===== config.mk =====
export PLATFORM = sky130hd
export DESIGN_NAME = vga_text_render
export DESIGN_NICKNAME = d
export VERILOG_FILES = /design/src/rtl/vga_text_render.sv
export SDC_FILE = /design/constraint.sdc
export NUM_CORES = 1
export LEC_CHECK = 0
export CORE_MARGIN = 3
export CORE_UTILIZATION = 33
export CTS_CLUSTER_DIAMETER = 50
export DETAILED_ROUTE_END_ITERATION = 12
export MAX_ROUTING_LAYER = met4
export PLACE_DENSITY = 0.89
export SLEW_MARGIN = 5
export SYNTH_ARGS = -nofsm -noshare
export SYNTH_HDL_FRONTEND = slang
export SYNTH_SLANG_ARGS = --single-unit

===== constraint.sdc =====
create_clock -name clk -period 2.26 [get_ports clk]
set_input_delay 0.226 -clock clk [delete_from_list [all_inputs] [get_ports clk]]
set_output_delay 0.226 -clock clk [all_outputs]
set_load 0.02 [all_outputs]

===== src/rtl/vga_text_render.sv =====
// vga_text_render: 80x60 text-mode pixel pipeline for a 640x480 scanner.
// The scanner position addresses the character RAM combinationally, the
// returned cell addresses the font ROM, and the selected glyph bit is
// coloured through a 16-entry IRGB palette. Syncs and the active flag are
// delayed with the pixel so that all outputs stay aligned, 3 edges after
// the input sample.
//
// Optional feature: define CURSOR_EN to add a 5-bit frame counter (one
// count per delayed vsync rising edge) and a blinking underline cursor on
// pixel row 7 of the cell at (cursor_y, cursor_x). Without CURSOR_EN the
// cursor ports are accepted but have no effect.
//
// Handshake: none. The pipeline advances on every clock with no stall;
// vram_data and font_data are expected one clock after their addresses.
module vga_text_render (
  input  logic        clk,
  input  logic        rstn,
  input  logic [8:0]  row,
  input  logic [9:0]  col,
  input  logic        active_in,
  input  logic        hsync_in,
  input  logic        vsync_in,
  output logic [12:0] vram_addr,
  input  logic [15:0] vram_data,
  output logic [10:0] font_addr,
  input  logic [7:0]  font_data,
  input  logic [6:0]  cursor_x,
  input  logic [5:0]  cursor_y,
  output logic [3:0]  r,
  output logic [3:0]  g,
  output logic [3:0]  b,
  output logic        hsync,
  output logic        vsync,
  output logic        active
);

  // IRGB palette: bit 3 is intensity, bits 2..0 select R, G, B.
  function automatic logic [11:0] palette(input logic [3:0] idx);
    logic [3:0] on_lvl;
    logic [3:0] off_lvl;
    on_lvl  = idx[3] ? 4'hF : 4'hA;
    off_lvl = idx[3] ? 4'h5 : 4'h0;
    palette = {idx[2] ? on_lvl : off_lvl,
               idx[1] ? on_lvl : off_lvl,
               idx[0] ? on_lvl : off_lvl};
  endfunction

  // Stage 1 registers: sub-cell position and scanner flags.
  logic [2:0] s1_line;
  logic [2:0] s1_px;
  logic       s1_active;
  logic       s1_hsync;
  logic       s1_vsync;

  // Stage 2 registers: cell colours plus the stage 1 fields.
  logic [2:0] s2_px;
  logic [3:0] s2_fg;
  logic [3:0] s2_bg;
  logic       s2_active;
  logic       s2_hsync;
  logic       s2_vsync;

  logic       pix_bit;
  logic [11:0] pix_rgb;

  // Character RAM address: 128-cell stride, columns 80-127 never shown.
  assign vram_addr = {row[8:3], col[9:3]};

  // Font ROM address: code from the RAM read plus the glyph line that
  // travelled alongside it through stage 1.
  assign font_addr = {vram_data[7:0], s1_line};

`ifdef CURSOR_EN
  logic [6:0] s1_cell_x;
  logic [5:0] s1_cell_y;
  logic       s2_cursor_hit;
  logic [4:0] frame_cnt;
  logic       vsync_prev;

  // Stage 1 cursor fields: which cell the sample belongs to.
  always_ff @(posedge clk or negedge rstn) begin
    if (!rstn) begin
      s1_cell_x <= '0;
      s1_cell_y <= '0;
    end else begin
      s1_cell_x <= col[9:3];
      s1_cell_y <= row[8:3];
    end
  end

  // Stage 2 cursor flag: sample lies on the underline row of the cursor cell.
  always_ff @(posedge clk or negedge rstn) begin
    if (!rstn) begin
      s2_cursor_hit <= 1'b0;
    end else begin
      s2_cursor_hit <= (s1_cell_x == cursor_x) && (s1_cell_y == cursor_y) &&
                       (s1_line == 3'd7);
    end
  end

  // Frame counter: counts rising edges of the delayed vsync; bit 4 blinks.
  always_ff @(posedge clk or negedge rstn) begin
    if (!rstn) begin
      frame_cnt  <= '0;
      vsync_prev <= 1'b0;
    end else begin
      vsync_prev <= vsync;
      if (vsync && !vsync_prev) begin
        frame_cnt <= frame_cnt + 5'd1;
      end
    end
  end

  // Glyph bit, forced on for the visible half of the cursor blink.
  always_comb begin
    pix_bit = font_data[3'd7 - s2_px];
    if (s2_cursor_hit && frame_cnt[4]) begin
      pix_bit = 1'b1;
    end
  end
`else
  // Cursor ports are intentionally ignored in this build.
  logic unused_cursor;
  assign unused_cursor = ^{cursor_x, cursor_y};

  // Glyph bit: bit 7 of the font line is the leftmost pixel.
  always_comb begin
    pix_bit = font_data[3'd7 - s2_px];
  end
`endif

  // Colour lookup; blanked outside the active region.
  always_comb begin
    pix_rgb = 12'h000;
    if (s2_active) begin
      pix_rgb = palette(pix_bit ? s2_fg : s2_bg);
    end
  end

  // Stage 1: capture the scanner sample that the RAM read belongs to.
  always_ff @(posedge clk or negedge rstn) begin
    if (!rstn) begin
      s1_line   <= '0;
      s1_px     <= '0;
      s1_active <= 1'b0;
      s1_hsync  <= 1'b0;
      s1_vsync  <= 1'b0;
    end else begin
      s1_line   <= row[2:0];
      s1_px     <= col[2:0];
      s1_active <= active_in;
      s1_hsync  <= hsync_in;
      s1_vsync  <= vsync_in;
    end
  end

  // Stage 2: capture cell colours while the font ROM read is in flight.
  always_ff @(posedge clk or negedge rstn) begin
    if (!rstn) begin
      s2_px     <= '0;
      s2_fg     <= '0;
      s2_bg     <= '0;
      s2_active <= 1'b0;
      s2_hsync  <= 1'b0;
      s2_vsync  <= 1'b0;
    end else begin
      s2_px     <= s1_px;
      s2_fg     <= vram_data[11:8];
      s2_bg     <= vram_data[15:12];
      s2_active <= s1_active;
      s2_hsync  <= s1_hsync;
      s2_vsync  <= s1_vsync;
    end
  end

  // Stage 3: registered outputs, all from the same input sample.
  always_ff @(posedge clk or negedge rstn) begin
    if (!rstn) begin
      r      <= '0;
      g      <= '0;
      b      <= '0;
      hsync  <= 1'b0;
      vsync  <= 1'b0;
      active <= 1'b0;
    end else begin
      r      <= pix_rgb[11:8];
      g      <= pix_rgb[7:4];
      b      <= pix_rgb[3:0];
      hsync  <= s2_hsync;
      vsync  <= s2_vsync;
      active <= s2_active;
    end
  end

endmodule


==> flow_summary.json, run 1 <==
{
  "period_share_pct": 70.0,
  "synth_top_area_share_pct": 67.6,
  "use_met1_pct": 9.88,
  "grt_util_met3_pct": 6.33,
  "finClkSkew_ns": 0.00375,
  "num_rows": 20,
  "path_delay_family": "buffers and inverters",
  "vias": 600,
  "die_h_um": 64.0,
  "grt_max_degree": 31,
  "pin_count": 100,
  "grt_overflow": 0,
  "ff2ff_setup_slack_ns": 0.79,
  "crit_path_end_kind": "output port",
  "port_buffers": 44,
  "finalSetupViolCount": 0,
  "clk_latency_ns": 0.31,
  "critical_path.max_stage_delay_ns": 0.63,
  "crit_path_top_delay_cell": "clkdlybuf4s50_1",
  "start_util_pct": 35.5,
  "synthAdderAreaFrac_pct": 0,
  "drt_pass1_iterations": 3,
  "total_power_mw": 1.12,
  "netlist_area_sq_um": 1110,
  "synth_seq_cells": 30,
  "die_w_um": 64.0,
  "grt_pass1_wl_mm": 2.93,
  "place_area_sq_um": 1390,
  "timing.final.max_slew_violations": 0,
  "clkTransAtPathRegs_ns": 0.08,
  "track_usage_pct": 9.86,
  "setup_slack_ns": 0.678,
  "synth_top_cell_by_area": "dfrtp_1",
  "antenna_found_initial": 0,
  "crit_chain": "clkdlybuf4s50_1",
  "area_growth_pct": 32.0,
  "synth.most_common_cell": "dfrtp_1",
  "ys.warnings.count": 0,
  "cts_resized": 0,
  "nets": 160,
  "clk_path_buf_depth": 2,
  "cts_max_level": 2,
  "fmax_mhz": 632,
  "syn_area_per_cell_sq_um": 14.2,
  "r2r_end": "b[1]$_DFF_PN0_",
  "ys_seq_area_share_pct": 67.6,
  "post-cts-setup-buffer-count": 0,
  "holdBufCountCts": 0,
  "drc": 0,
  "rr_startpoint": "s2_px[0]$_DFF_PN0_",
  "antennaDiodeCount": 0,
  "grt_use_met2_pct": 14.7,
  "dp.cells": 136,
  "grt_pass1_vias": 654,
  "synth_xor_area_share_pct": 0,
  "wl_per_cell_um": 12.6,
  "layout-drive-gt1-share_pct": 10.0,
  "drv_cap": 0,
  "cts-buffers-inserted": 5,
  "crit_start": "r[2]$_DFF_PN0_",
  "cts_tree": "built",
  "yosys_most_used_dff": "dfrtp_1",
  "synth_top_family_by_area": "buffers and inverters",
  "dr.first_iter.drc_count": 9,
  "die_area_sq_um": 4090,
  "powerDensity_nw_per_um2": 767,
  "rsz0062_at_grt": "no",
  "synthMuxAreaShare_pct": 9.24,
  "crit_arrival_ns": 1.36,
  "synthSimpleGateAreaFrac_pct": 2.71,
  "timing.critical_path.to": "b[0]",
  "power.leakage_nw": 0.644,
  "coreArea_sq_um": 3130,
  "cp.depth": 1,
  "fin_cells": 144,
  "synth_cell_types": 7,
  "r2r_cells": 3,
  "synth-compound-area-share_pct": 0,
  "yosys-top-cells-count": "dfrtp_1, buf_4, mux2i_1, nand2_1",
  "cts-root-buf": "clkbuf_4",
  "grt_busiest_layer": "met2",
  "via_per_inst": 4.17,
  "synth_area_leaders": "dfrtp_1, buf_4, mux2i_1",
  "globalplace.congestion": 0.719,
  "crit_fanout": 6,
  "syn-instance-count": 78,
  "finalCriticalPeriod_ns": 1.58,
  "min_path_type": "input port to async pin",
  "totalNegativeSetupSlack_ns": 0,
  "worstMarginPinSlew_ns": 0.367,
  "synth-edff-count": 0,
  "slew_headroom_pct": 75.5,
  "preCtsSetupSlack_ns": 0.639,
  "peakVddDrop_mv": 0.421,
  "start_kind": "flop",
  "clock_sinks": 30,
  "synthArstFlopShare_pct": 100,
  "outcome": "completed",
  "detail-route-antenna-nets": 0,
  "synth_nets": 139,
  "wirelength_mm": 1.81,
  "crit_buf_inv": 1,
  "finalHoldViolations": 0,
  "fin_area_sq_um": 1470,
  "worstPathRequired_ns": 2.03,
  "critical_path_class": "flop to output port"
}
worst min-delay path by stage:
stage	startpoint	end	slack, ns	cells after the start
floorplan	rstn	active$_DFF_PN0_	-0.07	0
global placement	s1_hsync$_DFF_PN0_	s2_hsync$_DFF_PN0_	0.33	0
detailed placement	s1_px[0]$_DFF_PN0_	s2_px[0]$_DFF_PN0_	0.33	0
CTS	rstn	s1_line[1]$_DFF_PN0_	0.29	2
global route	rstn	s1_hsync$_DFF_PN0_	0.31	2
finish	rstn	s2_active$_DFF_PN0_	0.29	2
layer usage:
layer	vias to the layer above	share of wire (%)	wire, um
met4	0	2.5	46
li1	258	-	-
met3	11	17	303
met5	-	0	0
met1	274	34	619
met2	57	46	843
sequential cells by signal, indices dropped and copies added (netlist names):
name	flops
s1_hsync	1
s2_px	3
active	1
s2_fg	4
s1_px	3
vsync	1
g	1
b	1
s2_bg	4
s2_vsync	1
s2_active	1
s1_line	3
s1_active	1
s1_vsync	1
r	2
hsync	1
s2_hsync	1
layout by cell type (no fill, tap or decap), drive strengths merged:
cell,instances
clkdlybuf4s50,44
nand2,8
buf,1
dfrtp,30
mux2i,8
mux4,1
clkbuf,8
area by class of cell:
class / instances / area, sq um
fillers: 280 / 1660
flip-flops and latches: 30 / 751
repair buffers: 45 / 448
multi-input cells: 17 / 133
clock buffers: 8 / 78.8
well taps: 44 / 55.1
logic make-up after synthesis:
group	after synthesis
buf+inv	31
flops	30
mux	9
simple gates	8
through the flow:
stage | hold WS [ns] | util [%]
3_5_place_dp | 0.335 | 44.3
6_report | 0.291 | 46.8
4_1_cts | 0.286 | 46.8
3_3_place_gp | 0.333 | 44.3
2_1_floorplan | -0.0696 | -
5_1_grt | 0.308 | 46.8
where the power goes:
part           internal, mW  switching, mW  total (mW)
sequential            0.567         0.0149       0.581
combinational        0.0980         0.0703       0.168
clock                 0.212          0.162       0.374
Power figures use the tool's default switching activity.
==> run 2, diff against run 1 <==
Settings changed: CORE_UTILIZATION 33 to 27, PLACE_DENSITY 0.89 to 0.78.
Clock period 2.26 ns to 1.4 ns, I/O delays scaled along.
==> run 2 against run 1 <==
  * The flow now finishes with violations (setup timing)
  * Die area up 20%
  * Global-route usage down 2.0 points
  * Total power up 66%
  * Routed wire length down 7.9%
  * Via count down 4.2%
  * Hold slack worse by 0.049 ns
  * Sequential power up 62%
  * Worst setup slack worse by 0.68 ns
  * Sequential share of layout area down 0.65 points
  * Utilization down 7.7 points
  * Critical endpoint is now g[1]$_DFF_PN0_
==> flow_summary.json, run 2 (synthesis results as in run 1) <==
{
  "layout-drive-gt1-share_pct": 10.0,
  "clkTransAtPathRegs_ns": 0.06,
  "area_growth_pct": 33.9,
  "power.share.combinational_pct": 13.7,
  "dr.first_iter.drc_count": 2,
  "place_area_sq_um": 1390,
  "preCtsSetupSlack_ns": -0.135,
  "globalplace.congestion": 0.629,
  "coreArea_sq_um": 3800,
  "rsz0062_at_grt": "yes",
  "drv_cap": 0,
  "finClkSkew_ns": 0.00284,
  "grt_pass1_vias": 663,
  "antennaDiodeCount": 0,
  "drc": 0,
  "wirelength_mm": 1.67,
  "die_h_um": 70.1,
  "fmax_mhz": 712,
  "cts_tree": "built",
  "peakVddDrop_mv": 1.02,
  "die_area_sq_um": 4920,
  "r2r_end": "g[1]$_DFF_PN0_",
  "cts-root-buf": "clkbuf_8",
  "clk_latency_ns": 0.27,
  "p_clk_share_pct": 36.1,
  "crit_fanout": 4,
  "slew_headroom_pct": 76.6,
  "start_util_pct": 29.2,
  "via_per_inst": 3.89,
  "drt_pass1_iterations": 2,
  "timing.final.max_slew_violations": 0,
  "dp_hpwl_mm": 1.31,
  "num_rows": 22,
  "cts_max_level": 2,
  "cts-buffers-inserted": 5,
  "power.leakage_nw": 0.712,
  "r2r_cells": 3,
  "nets": 160,
  "vias": 575,
  "wl_per_cell_um": 11.3,
  "ff2ff_setup_slack_ns": -0.004,
  "outcome": "finished with violations",
  "setup_slack_ns": -0.00426,
  "pin_count": 100,
  "cellInternalPower_mw": 1.46,
  "period_share_pct": 100,
  "fin_area_sq_um": 1490,
  "antenna_found_initial": 0,
  "grt_max_degree": 31,
  "violations": "setup timing",
  "finalCriticalPeriod_ns": 1.40,
  "crit_arrival_ns": 1.56,
  "timing.critical_path.to": "g[1]$_DFF_PN0_",
  "die_w_um": 70.1,
  "rr_startpoint": "s2_px[0]$_DFF_PN0_",
  "worstPathRequired_ns": 1.55,
  "totalNegativeSetupSlack_ns": -0.00426,
  "final_core_util_pct": 39.1,
  "powerDensity_nw_per_um2": 1260,
  "holdBufCountCts": 0,
  "crit_start": "s2_px[0]$_DFF_PN0_",
  "p_seq_share_pct": 50.3,
  "hold_ws_ns": 0.242,
  "layout_common_cells": "clkdlybuf4s50_1, dfrtp_1, nand2_1, mux2i_1",
  "worstMarginPinSlew_ns": 0.351,
  "finalSetupViolCount": 1,
  "critical_path_class": "flop to flop",
  "finalHoldViolations": 0,
  "start_kind": "flop",
  "mostFrequentLayoutCell": "clkdlybuf4s50_1",
  "crit_path_end_kind": "flop",
  "min_path_type": "input port to async pin",
  "power_switching_mw": 0.413,
  "port_buffers": 44,
  "grt_overflow": 0,
  "grt_pass1_wl_mm": 2.87,
  "clk_path_buf_depth": 2,
  "switching_share_pct": 22.1,
  "clock_sinks": 30,
  "track_usage_pct": 7.84,
  "reg_top3": "s2_bg x4, s2_fg x4",
  "detail-route-antenna-nets": 0
}
[run 2: power by group through the flow]
stage	Clock [mW]	Sequential (mW)	Combinational (mW)
after detailed placement	0	0.956	0.275
after CTS	0.703	0.941	0.264
after global placement	0	0.954	0.271
after floorplan	0	0.975	0.190
after global routing	0.739	0.946	0.274
final	0.674	0.939	0.256
[run 2: critical path, stage by stage (launching register included)]
cell and delay, ns:
dfrtp_2 0.44, mux2i_1 0.13, mux4_2 0.56, mux2i_1 0.15
[run 2: how the worst min path moves through the flow]
| stage | to | cells past startpoint |
|---|---|---|
| 4_1_cts | s2_fg[3]$_DFF_PN0_ | 2 |
| 2_1_floorplan | active$_DFF_PN0_ | 0 |
| 3_5_place_dp | font_addr[3] | 0 |
| 5_1_grt | s1_line[0]$_DFF_PN0_ | 2 |
| 3_3_place_gp | font_addr[3] | 0 |
| 6_report | s1_line[0]$_DFF_PN0_ | 2 |
[run 2: cell type report]
| type | instances | area [sq um] |
|---|---|---|
| Multi-Input combinational cell | 17 | 133 |
| Clock inverter | 1 | 5.00 |
| Clock buffer | 7 | 86.3 |
| Sequential cell | 30 | 752 |
| Tap cell | 48 | 60.1 |
| Timing Repair Buffer | 45 | 450 |
| Fill cell | 365 | 2310 |
[run 2: metrics by stage]
step | instances | power [mW]
after floorplan | 78 | 1.17
after global placement | 140 | 1.22
after detailed placement | 140 | 1.23
after CTS | 148 | 1.91
after global routing | 148 | 1.96
final | 148 | 1.87
[run 2: what timing repair did]
action | in CTS | in global routing
cloned | 0 | 0
resized for setup | 7 | 4
setup endpoints to repair | 10 | 8
setup buffers | 0 | 0
[run 2: metal layers]
metal  track usage [%]  vias up  wire length, um
met1              6.38      259              478
met2              13.6       45              921
met5                 -        -                0
li1                  -      257                -
met4              6.38        0              103
met3              3.17       14              167
==> run 3, diff against run 2 <==
Settings changed: CORE_ASPECT_RATIO from default to 1.75.
==> run 3 against run 2 <==
  * The flow still finishes with violations (setup timing)
  * Count of clock-buffer cells in the layout stayed put
  * Flip-flop and latch count stayed put
  * Clock skew is 0.0025 ns lower
  * Cell area is 1.2% higher
  * Non-clock buffer count stayed put
  * Register-to-register slack worse by 0.02 ns
  * Maximum frequency is 1.5% lower
  * First-iteration DRC count grew to 4.5 times the previous value
  * Routed wire length is 15% higher
  * Combinational power is 2% higher
  * Largest cell class unchanged
==> flow_summary.json, run 3 (synthesis results as in run 1) <==
{
  "outcome": "finished with violations",
  "violations": "setup timing",
  "fmax_mhz": 702,
  "track_usage_pct": 8.55,
  "preCtsSetupSlack_ns": -0.137,
  "drt_pass1_iterations": 2,
  "total_power_mw": 1.87,
  "grt_pass1_wl_mm": 2.88,
  "timing.critical_path.to": "r[2]$_DFF_PN0_",
  "crit_arrival_ns": 1.57,
  "port_buffers": 44,
  "layout-drive-gt1-share_pct": 10.0,
  "coreArea_sq_um": 3900,
  "rsz0062_at_grt": "yes",
  "antennaDiodeCount": 0,
  "nFillCells": 382,
  "seqCellArea_sq_um": 752,
  "critical_path_class": "flop to flop",
  "pin_count": 100,
  "drv_cap": 0,
  "die_h_um": 90.8,
  "cts_max_level": 2,
  "drc": 0,
  "dr.first_iter.drc_count": 9,
  "clk_latency_ns": 0.27,
  "power.leakage_nw": 0.749,
  "via_per_inst": 4.01,
  "num_rows": 30,
  "die_w_um": 54.5,
  "clkTransAtPathRegs_ns": 0.06,
  "clock_sinks": 30,
  "crit_start": "s2_px[0]$_DFF_PN0_",
  "powerDensity_nw_per_um2": 1240,
  "r2r_end": "r[2]$_DFF_PN0_",
  "cts-buffers-inserted": 5,
  "setup_slack_ns": -0.0252,
  "timing.critical_path.mode_cell": "mux2i_1",
  "finalCriticalPeriod_ns": 1.43,
  "antenna_found_initial": 0,
  "peakVddDrop_mv": 0.716,
  "crit_chain": "mux2i_1 -> mux4_2 -> mux2i_1",
  "cts_tree": "built",
  "nets": 160,
  "critical_path.max_stage_delay_ns": 0.57,
  "crit_path_end_kind": "flop",
  "worstPathRequired_ns": 1.54,
  "cts-root-buf": "clkbuf_8",
  "fin_cells": 148,
  "finClkSkew_ns": 0.000299,
  "dp.cells": 140,
  "detail-route-antenna-nets": 0,
  "start_kind": "flop",
  "clk_path_buf_depth": 2,
  "min_path_type": "input port to async pin",
  "ff2ff_setup_slack_ns": -0.03,
  "finalSetupViolCount": 4,
  "grt_overflow": 0,
  "mostFrequentLayoutCell": "clkdlybuf4s50_1",
  "worstMarginPinSlew_ns": 0.239,
  "globalplace.congestion": 0.639,
  "slew_headroom_pct": 84.0,
  "grt_max_degree": 31,
  "wl_per_cell_um": 13.0,
  "die_area_sq_um": 4950,
  "timing.final.max_slew_violations": 0,
  "r2r_cells": 3,
  "crit_fanout": 4,
  "reg_top3": "s2_bg x4, s2_fg x4",
  "hold_ws_ns": 0.231,
  "crit_path_top_delay_cell": "mux4_2",
  "multi_input_area_sq_um": 133,
  "finalHoldViolations": 0,
  "layout_common_cells": "clkdlybuf4s50_1, dfrtp_1, nand2_1, mux2i_1",
  "grt_pass1_vias": 657,
  "period_share_pct": 102,
  "vias": 594,
  "dp_hpwl_mm": 1.51,
  "rr_startpoint": "s2_px[0]$_DFF_PN0_",
  "wirelength_mm": 1.93,
  "post-cts-setup-buffer-count": 0,
  "start_util_pct": 28.4,
  "area_growth_pct": 35.5
}
## run 3: how the worst min path moves through the flow
stage / end / slack, ns / from
finish: vsync$_DFF_PN0_ / 0.23 / rstn
global route: s2_fg[1]$_DFF_PN0_ / 0.23 / rstn
CTS: s2_active$_DFF_PN0_ / 0.23 / rstn
detailed placement: font_addr[8] / 0.28 / vram_data[5]
global placement: font_addr[8] / 0.28 / vram_data[5]
floorplan: active$_DFF_PN0_ / -0.16 / rstn
## run 3: critical path: cells and delay by family, from the launching register on
kind	cells	cell delay, ns
multiplexers	3	0.86
flip-flops	1	0.44
## run 3: metrics by stage
step                      TNS, ns  cell area [sq um]  utilization, %
final                     -0.0712               1500            38.5
after global routing       -0.270               1500            38.5
after CTS                  -0.106               1490            38.1
after detailed placement   -0.537               1400            36.0
after global placement     -0.469               1400            36.0
after floorplan                 0               1110               -
## run 3: layer usage
metal | routed length, um | global-route usage (%)
met5 | 0 | -
met4 | 190 | 8.94
met3 | 285 | 4.46
met2 | 782 | 11.2
met1 | 670 | 8.17
## run 3: repair_timing
action	4_1_cts	5_1_grt
resized for setup	7	6
cloned	0	0
hold buffers	0	0
setup endpoints to repair	10	10
## run 3: final cells by class
type	count	area share, %
well taps	48	3.99
flip-flops and latches	30	50.0
clock inverters	1	0.333
repair buffers	45	31.1
multi-input cells	17	8.82
clock buffers	7	5.74
## run 3: power by group
part	total, mW	switching, mW	internal [mW]
Clock	0.670	0.275	0.395
Combinational	0.261	0.115	0.146
Sequential	0.938	0.0211	0.917
